File: src/rtl/int_to_ieee754.sv
// int_to_ieee754: converts a 16-bit integer sample into an IEEE-754 double.
// The magnitude is normalised one bit per cycle until its leading one reaches
// bit 16. That bit becomes the hidden bit, so the conversion is exact and needs
// no rounding. Both sides use valid/ready handshakes.
module int_to_ieee754 #(
  parameter bit SIGNED = 1'b1
) (
  input  logic        clk,
  input  logic        rst_n,
  input  logic [15:0] x,
  input  logic        in_valid,
  output logic        in_ready,
  output logic [63:0] y,
  output logic        out_valid,
  input  logic        out_ready
);

  typedef enum logic [1:0] {
    IDLE = 2'd0,
    NORM = 2'd1,
    DONE = 2'd2
  } state_e;

  state_e      state_q, state_d;
  logic [16:0] mag_q, mag_d;
  logic [4:0]  e_q, e_d;
  logic        sign_q, sign_d;
  logic [63:0] y_q, y_d;
  logic        out_valid_q, out_valid_d;

  logic        neg_s;
  logic [16:0] x_ext_s;
  logic [16:0] abs_s;
  logic [10:0] exp_s;

  // Sign-extend for signed mode, then negate negatives; 17 bits keep -32768 exact.
  always_comb begin
    neg_s   = SIGNED & x[15];
    x_ext_s = {neg_s, x};
    if (neg_s) begin
      abs_s = 17'd0 - x_ext_s;
    end else begin
      abs_s = x_ext_s;
    end
    exp_s = 11'd1023 + {6'd0, e_q};
  end

  // Next-state and datapath: accept in IDLE, shift in NORM, hold in DONE.
  always_comb begin
    state_d     = state_q;
    mag_d       = mag_q;
    e_d         = e_q;
    sign_d      = sign_q;
    y_d         = y_q;
    out_valid_d = out_valid_q;
    case (state_q)
      IDLE: begin
        if (in_valid) begin
          sign_d  = neg_s;
          mag_d   = abs_s;
          e_d     = 5'd16;
          state_d = NORM;
        end else begin
          state_d = IDLE;
        end
      end
      NORM: begin
        if (mag_q == 17'd0) begin
          // Zero is always reported as +0.0.
          y_d         = 64'd0;
          out_valid_d = 1'b1;
          state_d     = DONE;
        end else if (mag_q[16]) begin
          y_d         = {sign_q, exp_s, mag_q[15:0], 36'd0};
          out_valid_d = 1'b1;
          state_d     = DONE;
        end else begin
          mag_d = {mag_q[15:0], 1'b0};
          e_d   = e_q - 5'd1;
        end
      end
      DONE: begin
        if (out_ready) begin
          out_valid_d = 1'b0;
          state_d     = IDLE;
        end else begin
          state_d = DONE;
        end
      end
      default: begin
        state_d     = IDLE;
        out_valid_d = 1'b0;
      end
    endcase
  end

  // State and datapath registers; reset discards any in-flight sample.
  always_ff @(posedge clk or negedge rst_n) begin
    if (!rst_n) begin
      state_q     <= IDLE;
      mag_q       <= 17'd0;
      e_q         <= 5'd0;
      sign_q      <= 1'b0;
      y_q         <= 64'd0;
      out_valid_q <= 1'b0;
    end else begin
      state_q     <= state_d;
      mag_q       <= mag_d;
      e_q         <= e_d;
      sign_q      <= sign_d;
      y_q         <= y_d;
      out_valid_q <= out_valid_d;
    end
  end

  assign in_ready  = (state_q == IDLE);
  assign y         = y_q;
  assign out_valid = out_valid_q;

endmodule
File: config.mk
export PLATFORM = sky130hd
export DESIGN_NAME = int_to_ieee754
export DESIGN_NICKNAME = d
export VERILOG_FILES = /design/src/rtl/int_to_ieee754.sv
export SDC_FILE = /design/constraint.sdc
export NUM_CORES = 1
export LEC_CHECK = 0
export CAP_MARGIN = 20
export CELL_PAD_IN_SITES_DETAIL_PLACEMENT = 1
export CELL_PAD_IN_SITES_GLOBAL_PLACEMENT = 2
export CORE_MARGIN = 10
export CORE_UTILIZATION = 23
export CTS_CLUSTER_SIZE = 8
export DETAILED_ROUTE_END_ITERATION = 8
export PLACE_DENSITY = 0.64
export SLEW_MARGIN = 10
export SYNTH_ARGS = -nofsm -noshare
export SYNTH_HDL_FRONTEND = slang
export SYNTH_SLANG_ARGS = --single-unit
File: constraint.sdc
create_clock -name clk -period 2.43 [get_ports clk]
set_input_delay 0.243 -clock clk [delete_from_list [all_inputs] [get_ports clk]]
set_output_delay 0.243 -clock clk [all_outputs]
set_load 0.01 [all_outputs]
==> results.py <==
metrics = {
    "run_status": {
        "outcome": "complete, no violations",
    },
    "sta": {
        "hold_viol": 0,
        "slew-limit-headroom_pct": 42.15,
        "holdWs_ns": 0.08450,
        "min_period_over_period_pct": 83.39,
        "tns_ns": 0,
        "fin_skew_ns": 0.009612,
        "min_period_ns": 2.026,
        "rsz0062_at_grt": "false",
        "drv_slew": 0,
        "setup_viol": 0,
        "tightest_slew_ns": 0.8645,
        "max_freq_ghz": 0.4935,
        "finalWorstSetupSlack_ns": 0.4036,
    },
    "yosys": {
        "syn_inst": 274,
        "synthesis.area_sq_um": 2765,
        "ys_ff_latch": 53,
        "postSynthAreaPerCell_sq_um": 10.09,
        "synth_area_leaders": "dfrtp_1 (48%), buf_4 (10%), a22o_1 (5.7%)",
        "synth.largest_area_cell": "dfrtp_1",
        "ys_seq_area_share_pct": 47.96,
        "synth_edf_count": 0,
        "netlist.area_leader.share_pct": 47.96,
        "yosysUniqueCellTypes": 45,
        "synth_common_cells": "dfrtp_1 (53), buf_4 (37), o21ai_0 (22)",
        "synth.most_common_cell": "dfrtp_1",
        "yosysWarnings": 0,
        "ys_dominant_reg_cell": "dfrtp_1",
        "async_flop_share_pct": 100.0,
    },
    "placed_design": {
        "io_buffers": 49,
        "hpwl_mm": 6.003,
        "pre_cts_ws_ns": 0.08170,
        "gp_congestion": 0.7349,
        "placed_cells": 468,
    },
    "power": {
        "irDropWorstVdd_mv": 0.3839,
        "p_per_area_nw_per_um2": 1294,
        "power_uw": 4594,
        "p_leak_uw": 0.001554,
    },
    "job": {
        "cap_violations": 0,
    },
    "drt": {
        "drtPass1Iterations": 4,
        "totalWireLength_mm": 7.824,
        "drcViolationCount": 0,
        "first_iter_violations": 76,
        "vias": 2143,
        "viasPerCell": 4.502,
        "wl_per_cell_um": 16.44,
        "postRouteAntennaNets": 0,
    },
    "die": {
        "initial_utilization_pct": 23.81,
        "ioPinCount": 86,
        "die_x_um": 129.6,
        "core_area_sq_um": 11610,
        "fp.dieH_um": 129.6,
        "num_rows": 39,
        "die_area_sq_um": 16810,
    },
    "clock_network": {
        "htreeDepth": 2,
        "clockRootBuffer": "clkbuf_16",
        "cts_sinks": 53,
        "cts_setup_buffers": 0,
        "cts.hold.buffers_added": 0,
        "clk_latency_ns": 0.29,
        "cts_resized": 0,
        "numCtsBuffers": 5,
        "cts_tree": "done",
        "cts.clk_slew.worst_paths_ns": 0.08,
        "cts_max_path_buffers": 2,
    },
    "grt": {
        "grt_pass1_wl_mm": 12.45,
        "grt_pass1_vias": 2293,
        "overflow": 0,
        "grtUsageTotal_pct": 9.254,
        "antenna_found_initial": 0,
        "grt_start_max_net_pins": 54,
    },
    "critical_path": {
        "critical_path_class": "in2reg",
        "cp-end-kind": "flop",
        "start_kind": "primary input",
        "required_ns": 2.61,
        "worstPathMaxFanout": 4,
        "worst_ep_arrival_time_ns": 2.21,
    },
    "finish": {
        "final_cells": 476,
        "fill_cells": 1348,
        "nets": 355,
        "area_growth_pct": 28.37,
        "n_antenna_cell": 0,
        "drive_above_1_share_pct": 10.21,
    },
    "hold_path": {
        "holdCritPathClass": "in2async",
    },
}
## routing by layer
| metal | GRT usage, % | routed length, um | vias up |
|---|---|---|---|
| met5 | 0 | 0 | - |
| met4 | 2.579 | 73 | 0 |
| met3 | 2.896 | 520 | 5 |
| met2 | 14.36 | 3501 | 68 |
| met1 | 12.14 | 3729 | 1057 |
| li1 | - | - | 1013 |
## worst paths after layout
kind                                      start               endpoint  slack, ns  cells past startpoint
hold reg to reg              sign_q$_DFFE_PN0P_     sign_q$_DFFE_PN0P_       0.48                      2
setup reg to reg           mag_q[9]$_DFFE_PN0P_      y[42]$_DFFE_PN0P_       0.50                      5
hold / removal                            rst_n      y[45]$_DFFE_PN0P_       0.08                      2
setup / recovery                          x[10]  mag_q[14]$_DFFE_PN0P_       0.40                      6
min in group clk             sign_q$_DFFE_PN0P_     sign_q$_DFFE_PN0P_       0.48                      2
max in group asynchronous                 rst_n   mag_q[2]$_DFFE_PN0P_       1.88                      2
## cell families (layout without fill, tap and decap cells)
logic type | count (synthesis) | in the layout | share of synthesized area, %
adders and majority gates | 3 | 3 | 1.358
xor gates and xnor gates | 14 | 14 | 4.434
AOI/OAI and AO/OA | 78 | 78 | 20.86
other | 1 | 36 | 0.1356
and+or+nand+nor | 67 | 67 | 12.04
DFF | 53 | 53 | 47.96
muxes | 1 | 1 | 0.3620
buffers and inverters | 57 | 81 | 12.85
## area by class of cell
type | instances | area, sq um | share of cell area (%)
inverters | 8 | 30.03 | 0.8460
repair buffers | 65 | 605.6 | 17.06
well taps | 143 | 178.9 | 5.041
clock inverters | 3 | 68.82 | 1.939
clock buffers | 5 | 125.1 | 3.525
multi-input cells | 199 | 1215 | 34.23
flip-flops and latches | 53 | 1326 | 37.36
## per-stage QoR
| stage | area (sq um) | util, % |
|---|---|---|
| 2_1_floorplan | 2897 | - |
| 3_3_place_gp | 3356 | 28.89 |
| 3_5_place_dp | 3356 | 28.89 |
| 4_1_cts | 3550 | 30.56 |
| 5_1_grt | 3550 | 30.56 |
| 6_report | 3550 | 30.56 |
## where the power goes
part / switching (uW) / internal (uW) / leakage (uW)
Sequential: 343 / 1290 / 0.000662
Combinational: 1050 / 981 / 0.000798
Clock: 336 / 595 / 0.0000944
## sequential cells by signal, summed over array words and instances (netlist names)
signal and count:
y 27, out_valid 1, sign_q 1, mag_q 17
e_q 5, state_q 2
## layout by cell type, fill, tap and decap left out, types with 2 or more instances in the layout
cell	instances
o31ai_1	4
buf_4	16
dfrtp_1	53
clkbuf_16	5
nand2_1	19
and2_1	2
ha_1	3
o2bb2ai_1	2
nor2b_1	2
a21o_1	3
inv_1	8
a221oi_1	3
xor2_1	5
nor4_1	5
o41ai_1	4
clkdlybuf4s50_1	48
a22oi_1	5
xnor2_1	9
nor2_1	19
o21ai_0	22
conb_1	36
nor3_1	4
a22o_1	18
nand3_1	2
a21oi_1	8
nand2b_1	4
bufinv_16	2
a31oi_1	3
## critical path, cell delays in order
cell,delay [ns]
clkdlybuf4s50_1,0.44
or4_4,0.55
or3_4,0.41
o31ai_4,0.18
nor3_1,0.07
o32a_1,0.32
(Power assumes the default switching activity.)
